==> config.mk <==
export PLATFORM = sky130hd
export DESIGN_NAME = entropy_src_window_ctrl
export DESIGN_NICKNAME = d
export VERILOG_FILES = /design/src/rtl/entropy_src_window_ctrl.sv
export SDC_FILE = /design/constraint.sdc
export NUM_CORES = 1
export LEC_CHECK = 0
export BUFFER_PORTS_ARGS = -buffer_cell sky130_fd_sc_hd__buf_2
export CAP_MARGIN = 10
export CORE_MARGIN = 2
export CORE_UTILIZATION = 30
export CTS_CLUSTER_SIZE = 30
export DETAILED_ROUTE_END_ITERATION = 7
export PLACE_DENSITY = 0.45
export SLEW_MARGIN = 20
export SYNTH_ARGS = -nofsm -noshare
export SYNTH_HDL_FRONTEND = slang
export SYNTH_SLANG_ARGS = --single-unit
==> constraint.sdc <==
create_clock -name clk_i -period 3.77 [get_ports clk_i]
set_input_delay 0.1885 -clock clk_i [delete_from_list [all_inputs] [get_ports clk_i]]
set_output_delay 0.1885 -clock clk_i [all_outputs]
set_load 0.03 [all_outputs]
==> src/rtl/entropy_src_window_ctrl.sv <==
// Health-test window sequencer for the entropy source.
// Counts accepted raw samples per window, back-pressures the sampler while
// packed data drains, reports the window result to the main state machine,
// and meters packed words into the SHA3 conditioner or the bypass FIFO.
module entropy_src_window_ctrl #(
  parameter int RngBusWidth = 4,
  parameter int PackWidth   = 64,
  parameter int WinWidth    = 16
) (
  input  logic                clk_i,
  input  logic                rst_ni,
  input  logic                enable_i,
  input  logic                bypass_mode_i,
  input  logic [WinWidth-1:0] window_i,
  input  logic                local_escalate_i,
  input  logic                sample_vld_i,
  output logic                sample_rdy_o,
  input  logic                ht_fail_i,
  input  logic                pack_vld_i,
  output logic                pack_pop_o,
  input  logic                sha3_start_i,
  input  logic                sha3_process_i,
  output logic                sha3_msg_vld_o,
  input  logic                sha3_msg_rdy_i,
  output logic                bypass_push_o,
  input  logic                bypass_rdy_i,
  output logic                ht_done_pulse_o,
  output logic                ht_fail_pulse_o,
  output logic [WinWidth-1:0] window_cnt_o,
  output logic                cfg_err_o,
  output logic                err_o
);

  // A window must hold a whole number of packed words.
  localparam int SamplesPerWord = PackWidth / RngBusWidth;
  localparam int WordLsbs       = $clog2(SamplesPerWord);

  typedef enum logic [2:0] {
    StIdle    = 3'd0,
    StCollect = 3'd1,
    StDrain   = 3'd2,
    StReport  = 3'd3,
    StError   = 3'd4
  } state_e;

  state_e              state_q, state_d;
  logic [WinWidth-1:0] sample_cnt_q, sample_cnt_d;
  logic [WinWidth-1:0] window_q, window_d;
  logic [WinWidth-1:0] win_cnt_q, win_cnt_d;
  logic                bypass_q, bypass_d;
  logic                fail_q, fail_d;
  logic                absorb_q, absorb_d;
  logic                cfg_ok;
  logic                legal_run;
  logic                accept;

  function automatic logic [WinWidth-1:0] sat_inc(input logic [WinWidth-1:0] v);
    return (v == '1) ? v : v + WinWidth'(1);
  endfunction

  assign cfg_ok       = (window_i != '0) && (window_i[WordLsbs-1:0] == '0);
  assign legal_run    = (state_q == StIdle) || (state_q == StCollect) ||
                        (state_q == StDrain) || (state_q == StReport);
  assign accept       = sample_vld_i && sample_rdy_o;
  assign window_cnt_o = win_cnt_q;

  // Next-state, counters and all handshake outputs.
  always_comb begin
    state_d         = state_q;
    sample_cnt_d    = sample_cnt_q;
    window_d        = window_q;
    bypass_d        = bypass_q;
    fail_d          = fail_q;
    win_cnt_d       = win_cnt_q;
    sample_rdy_o    = 1'b0;
    pack_pop_o      = 1'b0;
    sha3_msg_vld_o  = 1'b0;
    bypass_push_o   = 1'b0;
    ht_done_pulse_o = 1'b0;
    ht_fail_pulse_o = 1'b0;
    cfg_err_o       = 1'b0;
    err_o           = 1'b0;

    case (state_q)
      StIdle: begin
        // Config is captured here and frozen for the whole run.
        window_d  = window_i;
        bypass_d  = bypass_mode_i;
        cfg_err_o = enable_i && !cfg_ok;
        if (enable_i && cfg_ok) state_d = StCollect;
      end
      StCollect: begin
        sample_rdy_o = 1'b1;
        fail_d       = fail_q | ht_fail_i;
        if (accept) begin
          if (sample_cnt_q == (window_q - WinWidth'(1))) begin
            sample_cnt_d = '0;
            state_d      = StDrain;
          end else begin
            sample_cnt_d = sample_cnt_q + WinWidth'(1);
          end
        end
      end
      StDrain: begin
        fail_d = fail_q | ht_fail_i;
        if (!pack_vld_i) state_d = StReport;
      end
      StReport: begin
        ht_done_pulse_o = enable_i;
        ht_fail_pulse_o = enable_i && fail_q;
        fail_d          = 1'b0;
        win_cnt_d       = sat_inc(win_cnt_q);
        state_d         = StCollect;
      end
      StError: begin
        err_o = 1'b1;
      end
      default: begin
        err_o   = 1'b1;
        state_d = StError;
      end
    endcase

    // Zero-latency forwarding of packed words while a window is running.
    if ((state_q == StCollect) || (state_q == StDrain)) begin
      if (bypass_q) begin
        bypass_push_o = pack_vld_i && bypass_rdy_i;
        pack_pop_o    = pack_vld_i && bypass_rdy_i;
      end else begin
        sha3_msg_vld_o = pack_vld_i && absorb_q;
        pack_pop_o     = pack_vld_i && absorb_q && sha3_msg_rdy_i;
      end
    end

    // Disable aborts the window silently; the completed-window count survives.
    if (!enable_i && legal_run) begin
      state_d      = StIdle;
      sample_cnt_d = '0;
      fail_d       = 1'b0;
      win_cnt_d    = win_cnt_q;
    end

    if (local_escalate_i) state_d = StError;
  end

  // Absorb window tracking: process beats start when both pulse together.
  always_comb begin
    absorb_d = absorb_q;
    if (sha3_start_i) absorb_d = 1'b1;
    if (sha3_process_i || !enable_i || !legal_run) absorb_d = 1'b0;
  end

  // State, counters and captured config.
  always_ff @(posedge clk_i or negedge rst_ni) begin
    if (!rst_ni) begin
      state_q      <= StIdle;
      sample_cnt_q <= '0;
      window_q     <= '0;
      bypass_q     <= 1'b0;
      fail_q       <= 1'b0;
      absorb_q     <= 1'b0;
      win_cnt_q    <= '0;
    end else begin
      state_q      <= state_d;
      sample_cnt_q <= sample_cnt_d;
      window_q     <= window_d;
      bypass_q     <= bypass_d;
      fail_q       <= fail_d;
      absorb_q     <= absorb_d;
      win_cnt_q    <= win_cnt_d;
    end
  end

endmodule

**Word-level counts from Yosys, hierarchy flattened**

Cells that the tools add are included.

- Register bits: 54
- Output and inout bits: 24

- Reductions and logical operators: 30
- $add $sub $neg: 3
- Bitwise logic cells: 3
- Muxes and demuxes: 26
- Equality and inequality tests: 11

Operators by type and width:

| operator | number |
|---|---|
| 16-bit 2-to-1 mux | 4 |
| 16-bit by 1-bit adder with 16-bit output, second input constant | 2 |
| 3-bit 2-to-1 mux | 6 |
| 16-bit equality test | 1 |
| 16-bit equality test, second input constant | 1 |
| 16-bit nonzero test | 1 |
| 16-bit by 1-bit subtractor with 16-bit output, second input constant | 1 |
| 3-bit case mux with 5 select lines | 1 |
| 1-bit 2-to-1 mux | 14 |
| 4-bit by 3-bit inequality test with 1-bit output, second input constant | 3 |
| 1-bit logical AND | 9 |
| 3-bit by 2-bit equality test with 1-bit output, second input constant | 2 |
| 1-bit logical OR | 6 |
| 2-bit nonzero test | 3 |
| 5-bit AND reduction | 1 |
| 4-bit logical NOT | 1 |
| 4-bit by 2-bit inequality test with 1-bit output, second input constant | 1 |
| 4-bit OR reduction | 1 |
| 3-bit by 1-bit equality test with 1-bit output, second input constant | 1 |
| 3-bit equality test, second input constant | 1 |
| 1-bit logical NOT | 3 |
| 3-bit logical NOT | 1 |
| 3-bit inequality test, second input constant | 1 |
| 3-bit AND reduction | 1 |
| 6 further kinds | 7 |

**Longest topological paths before layout**

- Depth in word-level cells: 7
- Gate-level depth with buffers: 10

**Worst setup path before layout**

No wires, ideal clock.

- Path type: reg2reg
- Start point: register window_q[0]
- End point: register sample_cnt_q[6]
- Required time: 3633 ps
- Buffers on the path: 1
- Data arrival time: 2422 ps
- Cell stages (with the launch flop): 11
- Slack: 1211 ps
- Path through: dfrtp_1 -> inv_1 -> ha_1 -> or3b_2 -> nor4bb_1 -> a311oi_1 -> a21boi_0 -> a21o_1 -> nor4_4 -> buf_6 -> nor3_1

- Longest elaborated chain between the ends: 6

Ends and longest elaborated chain:

| what | line | RTL |
|---|---|---|
| start: declaration | 48 | `logic [WinWidth-1:0] window_q, window_d;` |
| start signal: assignment | 166 | `window_q <= window_d;` |
| 16-bit by 1-bit subtractor with 16-bit output | 96 | `if (sample_cnt_q == (window_q - WinWidth'(1))) begin` |
| 16-bit equality test | 96 |  |
| 16-bit 2-to-1 mux | 96 |  |
| 16-bit 2-to-1 mux | 95 | `if (accept) begin` |
| 16-bit 2-to-1 mux | 84 | `case (state_q)` |
| 16-bit 2-to-1 mux | 136 | `if (!enable_i && legal_run) begin` |
| end signal: assignment | 165 | `sample_cnt_q <= sample_cnt_d;` |
| end: declaration | 47 | `logic [WinWidth-1:0] sample_cnt_q, sample_cnt_d;` |

Every way passes these cells. The select of a mux whose other input is x is not followed.
A chain may end at the register's enable or synchronous reset.

**Worst setup path after layout**

- Start point: register window_q[0]
- End point: register sample_cnt_q[10]

Same word-level chain as after synthesis.

==> reports/summary.txt <==
Critical Path AT: 2.99 ns
CP required: 3.94 ns
NumNets Final: 401
static leakage: 1.67 nW
Distinct cells, synth: 47
wire per inst: 14.3 um
MaxCap Viol Count: 0
Congestion Overflow GR: 0
Total Routed Length: 7250 um
sequential area share after synthesis: 0.436
Max FO, Critical Path: 14
Critical Path Sink Type: flip-flop
R2R Setup Slk: 0.95 ns
Synth Flop Type: dfrtp_1
row cnt: 37
fmax: 355 MHz
Sink Count: 54
Design Power: 1.24 mW
Yosys reg bits: 54
Clock Path Buffers: 2
H-tree depth: 2
Yosys Warn Count: 0
I/O Buffers: 51
most frequent cells in the layout: dfrtp_1 (54), buf_2 (51), nand2_1 (31)
Skew-Pair Late Insertion Delay: 0.32 ns
IO Count: 52
clock slew at reported path FFs: 0.10 ns
root buffer selected by CTS: clkbuf_8
Post-Syn Area: 3100 um2
Tcrit/Tclk final: 0.748
Synth Instances: 318
Slew @ Worst Pin: 0.694 ns
final setup fails: 0
Initial Utilization: 0.304
commonest non-fill, non-tap cell in the layout: dfrtp_1
WHS Path Cells: 2
Inserted Clock Buffers: 5
CTS tree: done
PwrDens: 340 nW/um2
Worst Skew: 0.0126 ns
number of synthesized flops with an enable pin: 0
relative slew slack: 0.533
first-pass detailed-route iteration total: 4
CP Class: reg2reg
DR DRC count: 0
area share of the largest cell type after synthesis: 0.436
Syn Nets: 349
largest net degree at the start of global routing: 31
Syn-to-layout area delta: 17.9%
Die Ht: 106 um
CP startpoint kind: flip-flop
Avg Inst Size Synth: 9.74 um2
first-pass GRT wire length: 12100 um
die width: 106 um
largest area contributor in the netlist: dfrtp_1
full die area: 11200 um2
placer congestion estimate: 0.820
vias in the first global route: 2376
vias: 2491
outcome: completed
fillers: 1065
IR drop worst, VDD: 134 uV
Hold Violations, Final: 0
HP Class: in2reg
Post-DP HPWL: 5460 um
cts repair resizes: 0
synth top area cells: dfrtp_1 (44%), xnor2_1 (7.4%), xor2_1 (7.1%), mux2_2 (5.5%), nand2_1 (3.8%)
Final TNS setup: 0 ns
post-synthesis async set-or-reset flop share: 1.00
cells on worst reg2reg path: 10
Core Box Area: 10200 um2
RSZ-0062 raised after global routing: no
GRT Total Usage: 0.137
Core Util, Final: 0.359
antenna violations before repair: 0
First DRT Iteration DRCs: 143
crit path time final: 2.82 ns
antenna cells: 0
share of cells above drive strength 1: 0.245
post-CTS setup buffers: 0
Hold-fix buffers, CTS: 2
DRT antenna net count: 0
vias per inst: 4.91
final slew viol count: 0
[Yosys cell counts (4+ instances only)]
cell type / n
o21ai_0: 6
a21oi_1: 5
nor3b_1: 4
xor2_1: 25
and3_1: 14
inv_1: 8
nand4_1: 10
or4_1: 4
a31oi_1: 5
nor2_1: 16
xnor2_1: 26
nor4_1: 12
dfrtp_1: 54
nand3_1: 7
mux2_2: 15
clkbuf_1: 10
nor3_1: 22
nand2_1: 31
[cells by family after synthesis]
group                      after synthesis  share of synthesized area
DFF                                     54                      0.436
xor gates and xnor gates                51                      0.144
buffers and inverters                   21                     0.0283
and+or+nand+nor                        139                      0.246
adders and majority gates                3                     0.0121
AOI/OAI and AO/OA                       35                     0.0784
muxes                                   15                     0.0545
[flip-flops by register name, summed over array words and instances (netlist names)]
register / flops
state_q: 3
fail_q: 1
bypass_q: 1
window_cnt_o: 16
window_q: 16
sample_cnt_q: 16
absorb_q: 1
[critical path: stages, from the launching register on]
cell and delay, ns:
dfrtp_1 0.44, inv_1 0.09, ha_1 0.20, or3b_2 0.52, nor4bb_1 0.30, a311oi_1 0.07, a21boi_0 0.23, a21o_1 0.26
nor4_4 0.24, buf_4 0.24, nor3_1 0.07
[metal layers]
metal | vias to the layer above | GRT usage | routed length (um)
met5 | - | 0 | 0
met4 | 0 | 0.0367 | 75
met3 | 8 | 0.0309 | 361
met2 | 59 | 0.209 | 3220
met1 | 1183 | 0.195 | 3600
li1 | 1241 | - | -
[power breakdown]
group / switching [mW] / internal, mW
combinational: 0.0900 / 0.0853
clock: 0.205 / 0.219
sequential: 0.0402 / 0.603
total: 0.336 / 0.907
[worst paths after layout]
path / startpoint / to
max: window_q[0]$_DFFE_PN0P_ / sample_cnt_q[10]$_DFFE_PN0P_
min: local_escalate_i / state_q[2]$_DFFE_PN0P_
max reg2reg: window_q[0]$_DFFE_PN0P_ / sample_cnt_q[10]$_DFFE_PN0P_
min reg2reg: window_cnt_o[12]$_DFFE_PN0P_ / window_cnt_o[12]$_DFFE_PN0P_
max in group asynchronous: rst_ni / sample_cnt_q[15]$_DFFE_PN0P_
min in group asynchronous: rst_ni / window_q[2]$_DFFE_PN0P_
[per-stage QoR]
stage	cells	hold WS, ns	cell area, um2	setup WS (ns)
after floorplan	318	-0.107	3100	1.21
after global placement	497	0.243	3510	1.02
after detailed placement	497	0.247	3510	0.965
after CTS	507	0.0727	3650	0.937
after global routing	507	0.0702	3650	0.641
final	507	0.0867	3650	0.950
[final cells by class]
class | count | area, um2 | area share
Multi-Input combinational cell | 243 | 1670 | 0.456
Sequential cell | 54 | 1350 | 0.370
Timing Repair Buffer | 58 | 313 | 0.0856
Tap cell | 136 | 170 | 0.0466
Clock buffer | 6 | 82.6 | 0.0226
Clock inverter | 2 | 38.8 | 0.0106
Inverter | 8 | 30.0 | 0.00822
Note: power is estimated with default switching activity, not from simulation.
